==> config.mk <==
export PLATFORM = sky130hd
export DESIGN_NAME = fetch_unit
export DESIGN_NICKNAME = d
export VERILOG_FILES = /design/src/rtl/fetch_unit.sv
export SDC_FILE = /design/constraint.sdc
export NUM_CORES = 1
export LEC_CHECK = 0
export CAP_MARGIN = 20
export CORE_AREA = 2 2 96 98
export CTS_CLUSTER_DIAMETER = 120
export CTS_CLUSTER_SIZE = 30
export DETAILED_ROUTE_END_ITERATION = 10
export DIE_AREA = 0 0 98 100
export GPL_ROUTABILITY_DRIVEN = 0
export GPL_TIMING_DRIVEN = 0
export PLACE_DENSITY = 0.83
export SLEW_MARGIN = 20
export SYNTH_ARGS = -nofsm -noshare
export SYNTH_HDL_FRONTEND = slang
export SYNTH_SLANG_ARGS = --single-unit
==> constraint.sdc <==
create_clock -name clk -period 2.5 [get_ports clk]
set_input_delay 0.625 -clock clk [delete_from_list [all_inputs] [get_ports clk]]
set_output_delay 0.625 -clock clk [all_outputs]
set_load 0.01 [all_outputs]
==> src/rtl/fetch_unit.sv <==
// Instruction-fetch stage: owns PC and IR, fetches over a multi-cycle req/ack
// handshake with timeout, and applies the controller's PC update commands.
module fetch_unit #(
  parameter int unsigned   AW       = 16,
  parameter int unsigned   DW       = 32,
  parameter int unsigned   TIMEOUT  = 15,
  parameter logic [DW-1:0] HLT_WORD = DW'(32'hF000_0000)
) (
  input  logic          clk,
  input  logic          rst_f,
  input  logic          ir_load,
  input  logic          pc_write,
  input  logic          pc_sel,
  input  logic          br_sel,
  input  logic          pc_rst,
  output logic          imem_req,
  output logic [AW-1:0] imem_addr,
  input  logic          imem_ack,
  input  logic [DW-1:0] imem_rdata,
  output logic [DW-1:0] instr,
  output logic [3:0]    opcode,
  output logic [3:0]    mm,
  output logic [AW-1:0] pc,
  output logic          fetch_busy,
  output logic          fetch_err
);

  // Counter holds the number of no-ack WAIT edges seen so far (0..TIMEOUT-1).
  localparam int unsigned CW = (TIMEOUT > 1) ? $clog2(TIMEOUT) : 1;

  typedef enum logic [0:0] {
    IDLE = 1'b0,
    WAIT = 1'b1
  } state_t;

  state_t        state;
  logic [CW-1:0] wait_cnt;

  // Fetch handshake FSM; IR and error flag only change on fetch completion.
  always_ff @(posedge clk or negedge rst_f) begin
    if (!rst_f) begin
      state      <= IDLE;
      wait_cnt   <= '0;
      imem_addr  <= '0;
      imem_req   <= 1'b0;
      fetch_busy <= 1'b0;
      instr      <= '0;
      fetch_err  <= 1'b0;
    end else begin
      case (state)
        IDLE: begin
          if (ir_load) begin
            state      <= WAIT;
            imem_addr  <= pc;
            wait_cnt   <= '0;
            imem_req   <= 1'b1;
            fetch_busy <= 1'b1;
          end
        end
        WAIT: begin
          if (imem_ack) begin
            state      <= IDLE;
            instr      <= imem_rdata;
            imem_req   <= 1'b0;
            fetch_busy <= 1'b0;
          end else if (wait_cnt == CW'(TIMEOUT - 1)) begin
            state      <= IDLE;
            instr      <= HLT_WORD;
            fetch_err  <= 1'b1;
            imem_req   <= 1'b0;
            fetch_busy <= 1'b0;
          end else begin
            wait_cnt <= wait_cnt + CW'(1);
          end
        end
        default: begin
          state      <= IDLE;
          imem_req   <= 1'b0;
          fetch_busy <= 1'b0;
        end
      endcase
    end
  end

  // PC update runs regardless of fetch state; pc_rst has priority.
  always_ff @(posedge clk or negedge rst_f) begin
    if (!rst_f) begin
      pc <= '0;
    end else if (pc_rst) begin
      pc <= '0;
    end else if (pc_write) begin
      if (!pc_sel)
        pc <= pc + AW'(1);
      else if (br_sel)
        pc <= instr[AW-1:0];
      else
        pc <= pc + instr[AW-1:0];
    end
  end

  assign opcode = instr[31:28];
  assign mm     = instr[27:24];

endmodule
---- Yosys cells after proc, flatten, opt, wreduce, memory -nomap -nowiden ----
Index checks and enable logic that the tools add are counted.
storage, ports and cells
  input port bits ......................... 40
  output and inout bits ................... 75
  register bits ........................... 71
operators by class
  equality and inequality tests ........... 5
  reductions and logical operators ........ 7
  bitwise gates (word level) .............. 2
  add/sub/neg operators ................... 3
  muxes and demuxes ....................... 18
operator list
  operator                                               number
  two-way mux 16 bit                                     4
  two-way mux 32 bit                                     2
  adder 16 x 1 -> 16 bit, second input constant          1
  adder 16 bit                                           1
  two-way mux 4 bit                                      3
  case mux 4 bit (2 select lines)                        1
  two-way mux 1 bit                                      6
  inequality test 2 bit, second input constant           3
  AND reduction 2 bit                                    3
  AND reduction 3 bit                                    2
  adder 4 x 1 -> 4 bit, second input constant            1
  equality test 4 bit, second input constant             1
  case mux 1 bit (2 select lines)                        2
  nonzero test 2 bit                                     2
  inequality test 3 x 2 -> 1 bit, second input constant  1
  inverter 1 bit                                         2

---- Depth between registers and ports, before layout ----
Gate-level depths: netlist of run 1.
  word-level depth ........................ 5
  gate-level depth with buffers ........... 10

---- Least setup slack after synthesis of run 1 ----
Ideal clock, no wire load.
  path type ............................... reg2reg
  from .................................... register pc[0]
  to ...................................... register pc[12]
  cell stages (with the launch flop) ...... 11
  path slack .............................. 0.190 ns
  required time ........................... 2.435 ns
  arrival time ............................ 2.245 ns
  cells stage by stage .................... dfrtp_1 ha_1 inv_1 fa_1 nor2b_1 o21ai_2 a21boi_2 o311a_2 o31ai_1 a2111o_1 nand2_1
on the way
  longest elaborated chain between the ends .. 5
  elaborated cells on any way between the ends .. 6
ends and longest elaborated chain
  element                 RTL line  RTL
  from (decl)             23        output logic [AW-1:0] pc,
  from (signal assigned)  93        pc <= pc + AW'(1);
  from (signal assigned)  95        pc <= instr[AW-1:0];
  from (signal assigned)  97        pc <= pc + instr[AW-1:0];
  adder 16 bit            97
  two-way mux 16 bit      94        else if (br_sel)
  two-way mux 16 bit (*)  92        if (!pc_sel)
  two-way mux 16 bit (*)  91        end else if (pc_write) begin
  two-way mux 16 bit (*)  89        end else if (pc_rst) begin
Every way passes the cells marked *; elsewhere a longest branch is shown, timed or not. The select of a mux whose other input is x is not followed.
A chain may end at the register's enable or synchronous reset.

---- Worst setup path in the final report of run 1 ----
Same ends and word-level chain as after synthesis.

==> summary.md, run 1 <==
| Metric | Value |
|---|---|
| Status | `complete, no violations` |
| Compound-Gate Fraction of Synth Area | `22.72%` |
| Largest family of logic cells by synthesized area | `compound AO/OA/AOI/OAI gates` |
| Nets@finish | `631` |
| Residual DRC count | `0` |
| Port bufs | `112` |
| XOR/XNOR Fraction of Synth Area | `2.992%` |
| Avg WL per Cell | `16.22 um` |
| Slew Viols, Final | `0` |
| Fmax | `0.4108 GHz` |
| Dpl hpwl | `8483 um` |
| RSZ-0062 raised after global routing | `yes` |
| Core ar. | `8890 sq um` |
| Filler cells | `741` |
| Worst-Margin Slew | `0.7374 ns` |
| Max VDD drop | `415.9 uV` |
| Max stage delay cell, worst path | `dfrtp_2` |
| Reg2reg end | `pc[12]` |
| Crit end category | `flop` |
| Commonest register cell after synthesis | `dfrtp_1` |
| H-Tree Level Count | `3` |
| Number of routed nets with antenna violations | `0` |
| Clock sinks | `71` |
| Crit-path cells | `ha_2, inv_1, fa_1, nor2b_1, o21ai_2, a21boi_2, o311a_2, o31ai_1, a2111o_1, nand2_1` |
| GR Util All Layers | `22.83%` |
| Most frequent cells in the layout | `clkdlybuf4s50_1 (111), nand2_1 (73), dfrtp_1 (67)` |
| Final WS setup | `0.06558 ns` |
| Storage cell area | `1782 sq um` |
| Fin Setup TNS | `0 ns` |
| Synth warnings | `0` |
| Post-Synthesis Cells | `443` |
| Mux contribution to synthesized area | `1.496%` |
| Worst slew margin relative to its limit | `50.51%` |
| Root buf cell | `clkbuf_8` |
| Seq/Total Area, Yosys | `43.36%` |
| Avg Cell Area, Syn | `9.250 sq um` |
| Critical path's largest stage delay | `0.42 ns` |
| Synthesis-to-finish area growth | `36.61%` |
| Critical path's top delay family | `compound AO/OA/AOI/OAI gates` |
| Number of flops mapped to enable cells by yosys | `0` |
| Post-Syn Area | `4098 sq um` |
| Clk_lat worst skew | `0.34 ns` |
| Worst r2r src | `pc[0]` |
| First-pass GRT wire length | `18,150 um` |
| Synth Net Count | `502` |
| CP Class | `flop to flop` |
| I/O pin count | `115` |
| Worst Path Required | `2.77 ns` |
| Via total after detailed routing | `3,916` |
| Std cell rows | `35` |
| Power per Cell Area | `688.1 nW/um^2` |
| Final Skew | `0.007459 ns` |
| Crit share post-route | `97.38%` |
| Post-Layout Cell Count | `688` |
| Hold Buf Count CTS | `0` |
| Worst setup SP type | `flop` |
| Fin util | `62.97%` |
| Crit path DAT | `2.71 ns` |
| Pre-Repair DR Iteration Count | `5` |
| CTS tree | `built` |
| Total Wirelength | `11,160 um` |
| DP Cell Count | `667` |
| CP max FO | `5` |
| Final min period | `2.434 ns` |
| Pin count of the biggest net entering global routing | `38` |
| Final Total Pwr | `3.852 mW` |
| Synth Area in Adders | `5.985%` |
| Post-synthesis async set-or-reset flop share | `100.0%` |
| Internal reg-to-reg setup slack | `0.07 ns` |
| Vias in the first global route | `3,860` |
| Hold Crit Class | `primary input to asynchronous set/reset pin` |
| Die area | `9800 sq um` |
| Grt ovf | `0` |
| Final setup fails | `0` |
| Clock-pin slew on the worst setup and hold paths | `0.08 ns` |
| Chip Width | `98 um` |
| Synth cell types | `66` |
| Via density | `5.692` |
| ANT cells | `0` |
| CTS buffer count | `9` |
| CP bufs+invs | `1` |
| Die height | `100 um` |
| Yosys reg bits | `71` |
| Max Cap Viol | `0` |
| Clk buf depth | `2` |
| Final Hold Fails | `0` |
| Initial Utilization | `46.09%` |
| Initial antenna violation count | `0` |
| Place WS | `-0.04551 ns` |
| Pleak | `2.499 nW` |
| Commonest non-fill, non-tap cell in the layout | `clkdlybuf4s50_1` |
| Area taken by multi-input logic gates | `2117 sq um` |
| 1st-iter DRT viols | `215` |
| R2R depth | `10` |
| Synth Area in Simple Gates | `17.92%` |
| Fraction of layout cells with a size suffix above 1 | `10.57%` |
[cell type report]
type | instances | share of cell area [%]
Buffer | 35 | 3.375
Clock buffer | 12 | 2.414
Clock inverter | 4 | 0.4023
Inverter | 10 | 0.6705
Multi-Input combinational cell | 327 | 37.82
Sequential cell | 71 | 31.83
Tap cell | 111 | 2.481
Timing Repair Buffer | 118 | 21.01
[timing repair]
item	4_1_cts	5_1_grt
resized for setup	2	9
pin swaps	0	1
endpoints found under the setup margin	2	8
setup buffers	0	5
[power by group]
group | leakage [nW] | internal, mW | switching [mW] | total, mW
registers | 0.909 | 1.35 | 0.223 | 1.57
clock network | 0.0801 | 0.356 | 0.418 | 0.775
logic | 1.51 | 0.831 | 0.676 | 1.51
total | 2.50 | 2.54 | 1.32 | 3.85
[flip-flops by register name (all words and copies together) (netlist names)]
name        count
pc             16
fetch_busy      1
instr          32
state           1
wait_cnt        4
imem_addr      16
fetch_err       1
[logic make-up after synthesis]
group / count (synthesis)
mux: 6
xor+xnor: 14
simple gates: 157
flops: 71
fa+ha+maj: 19
compound gates: 131
buf+inv: 45
[how the worst max path moves through the flow]
stage	from	endpoint	slack, ns	cells after the start
6_report	pc[0]	pc[12]	0.07	10
5_1_grt	pc[0]	pc[12]	-0.05	10
4_1_cts	pc[0]	pc[12]	0.03	10
3_5_place_dp	pc[0]	pc[10]	-0.05	10
3_3_place_gp	rst_f	instr[26]	-1.51	1
2_1_floorplan	pc[0]	pc[12]	0.19	10
[stage by stage]
stage / hold slack, ns / cell area (sq um)
detailed placement: 0.4656 / 5375
floorplan: 0.3294 / 4098
global route: 0.2522 / 5598
CTS: 0.2364 / 5534
global placement: 0.4599 / 5358
finish: 0.2305 / 5598
[routing by layer]
| metal | track usage [%] | share of wire [%] |
|---|---|---|
| met1 | 29.85 | 43 |
| met2 | 37.46 | 48 |
| met5 | 0 | 0 |
| met4 | 8.974 | 2.7 |
| met3 | 4.805 | 6.7 |
[synthesized netlist by cell type (all sizes together), types with 2 or more instances]
master	n	area, sq um
nand2	73	274.0
dfrtp	71	1777
nor2	30	112.6
o21ai	30	153.9
a22o	29	254.0
a21oi	22	110.1
clkbuf	18	77.57
ha	18	225.2
buf	16	102.6
nand3	14	75.07
inv	10	37.54
and3	9	56.30
nand2b	8	50.05
xnor2	8	70.07
a211oi	6	45.04
xor2	6	52.55
a21o	5	38.79
a31oi	5	37.53
mux2i	5	50.05
nor2b	5	31.28
a22oi	4	30.03
a31o	4	35.04
o22a	4	35.03
o31ai	4	35.03
nor3	3	20.02
nor3b	3	22.52
a32oi	2	17.52
nand4	2	12.51
nor4b	2	23.77
o21a	2	15.01
o21bai	2	15.01
o221ai	2	17.52
or2	2	12.52
Power figures use the tool's default switching activity.
==> run 2, diff against run 1 <==
CAP_MARGIN = 40   (was 20)
==> run 2 against run 1 <==
Compared with the run above:
- flip-flop and latch count stayed put
- cell count stayed put
- total power stayed put
- clock power hardly changed
- global-route usage stayed put
- sequential share of layout area stayed put
- largest power group unchanged
- highest routed layer unchanged
- sequential power hardly changed
- combinational power hardly changed
- worst hold slack stayed put
- core utilization stayed put
- largest cell class unchanged
- non-clock buffer count stayed put
==> summary.md, run 2 (same netlist as run 1, synthesis figures left out) <==
| Metric | Value |
|---|---|
| R2R depth | `10` |
| Nets@finish | `631` |
| Crit path depth | `10` |
| Slew Viols, Final | `0` |
| Initial antenna violation count | `0` |
| Clk_lat worst skew | `0.34 ns` |
| Max reg flops | `32` |
| Largest Register | `instr` |
| Crit end category | `flop` |
| First-pass GRT wire length | `18,150 um` |
| Worst-Margin Slew | `0.7374 ns` |
| I/O pin count | `115` |
| Number of routed nets with antenna violations | `0` |
| Core ar. | `8890 sq um` |
| CTS buffer count | `9` |
| Vias in the first global route | `3,860` |
| Critical path's top delay family | `compound AO/OA/AOI/OAI gates` |
| Final min period | `2.434 ns` |
| Fin Setup TNS | `0 ns` |
| Final Hold Fails | `0` |
| Worst Path Required | `2.77 ns` |
| Hold Buf Count CTS | `0` |
| Most frequent cells in the layout | `clkdlybuf4s50_1 (111), nand2_1 (73), dfrtp_1 (67)` |
| Pin count of the biggest net entering global routing | `38` |
| CP max FO | `5` |
| Residual DRC count | `0` |
| Dpl hpwl | `8483 um` |
| CP Class | `flop to flop` |
| Post-Layout Cell Count | `688` |
| Final Skew | `0.007459 ns` |
| Grt ovf | `0` |
| Pre-Repair DR Iteration Count | `5` |
| Die height | `100 um` |
| 1st-iter DRT viols | `215` |
| Fraction of layout cells with a size suffix above 1 | `10.57%` |
| GR Util All Layers | `22.83%` |
| Total Wirelength | `11,160 um` |
| CP bufs+invs | `1` |
| Std cell rows | `35` |
| Regs by FF count | `instr: 32 flops, imem_addr: 16 flops, pc: 16 flops` |
| Via total after detailed routing | `3,916` |
| Max Cap Viol | `0` |
| Pleak | `2.499 nW` |
| Hold slack | `0.2305 ns` |
| Via density | `5.692` |
| DP Cell Count | `667` |
| ANT cells | `0` |
| Root buf cell | `clkbuf_8` |
| RSZ-0062 raised after global routing | `yes` |
| Die area | `9800 sq um` |
| Max VDD drop | `415.9 uV` |
| Final setup fails | `0` |
| Fmax | `0.4108 GHz` |
| Clk buf depth | `2` |
| Avg WL per Cell | `16.22 um` |
| Clock sinks | `71` |
| Initial Utilization | `46.09%` |
| Chip Width | `98 um` |
| Crit-path cells | `ha_2, inv_1, fa_1, nor2b_1, o21ai_2, a21boi_2, o311a_2, o31ai_1, a2111o_1, nand2_1` |
| H-Tree Level Count | `3` |
| Worst slew margin relative to its limit | `50.51%` |
| Crit share post-route | `97.38%` |
| Crit path DAT | `2.71 ns` |
| Port bufs | `112` |
| Max stage delay cell, worst path | `dfrtp_2` |
| Commonest non-fill, non-tap cell in the layout | `clkdlybuf4s50_1` |
| Hold Crit Class | `primary input to asynchronous set/reset pin` |
| Fin util | `62.97%` |
| Worst setup SP type | `flop` |
| Clock-pin slew on the worst setup and hold paths | `0.08 ns` |
| Status | `complete, no violations` |
| CTS tree | `built` |
| Power per Cell Area | `688.1 nW/um^2` |
| Critical path's largest stage delay | `0.42 ns` |
| Synthesis-to-finish area growth | `36.61%` |
run 2: path summary, 6_finish.rpt:
path                              start       endpoint  slack [ns]
min reg2reg                imem_addr[2]   imem_addr[2]        0.48
min                               rst_f  imem_addr[11]        0.23
max reg2reg                       pc[0]         pc[12]        0.07
max                               pc[0]         pc[12]        0.07
max in group asynchronous         rst_f          pc[2]        1.72
min in group clk           imem_addr[2]   imem_addr[2]        0.48
run 2: metal layers:
layer / vias to the layer above / wire length, um / track usage (%)
li1: 1841 / - / -
met3: 38 / 751 / 4.805
met4: 0 / 296 / 8.974
met2: 188 / 5335 / 37.46
met5: - / 0 / 0
met1: 1849 / 4773 / 29.85
run 2: where the power goes:
group	internal [mW]	leakage [nW]	switching, mW	total [mW]
Sequential	1.35	0.909	0.223	1.57
Combinational	0.831	1.51	0.676	1.51
Clock	0.356	0.0801	0.418	0.775
run 2: timing repair:
| action | CTS | global route |
|---|---|---|
| buffers inserted | 0 | 5 |
| gates resized for setup | 2 | 9 |
| pin swaps | 0 | 1 |
| setup endpoints to repair | 2 | 8 |
run 2: stage by stage:
stage                     power, mW  setup slack [ns]  cell area (sq um)
after floorplan               2.314            0.1899               4098
after global placement        2.982            -1.514               5358
after detailed placement      3.049          -0.04551               5375
after CTS                     3.824           0.02560               5534
after global routing          4.074          -0.04718               5598
final                         3.852           0.06558               5598
run 2: final cells by class:
cell class / count / area, sq um
clock buffers: 12 / 135.1
repair buffers: 118 / 1176
clock inverters: 4 / 22.52
flip-flops and latches: 71 / 1782
multi-input cells: 327 / 2117
plain buffers: 35 / 188.9
fillers: 741 / 3292
well taps: 111 / 138.9
inverters: 10 / 37.54
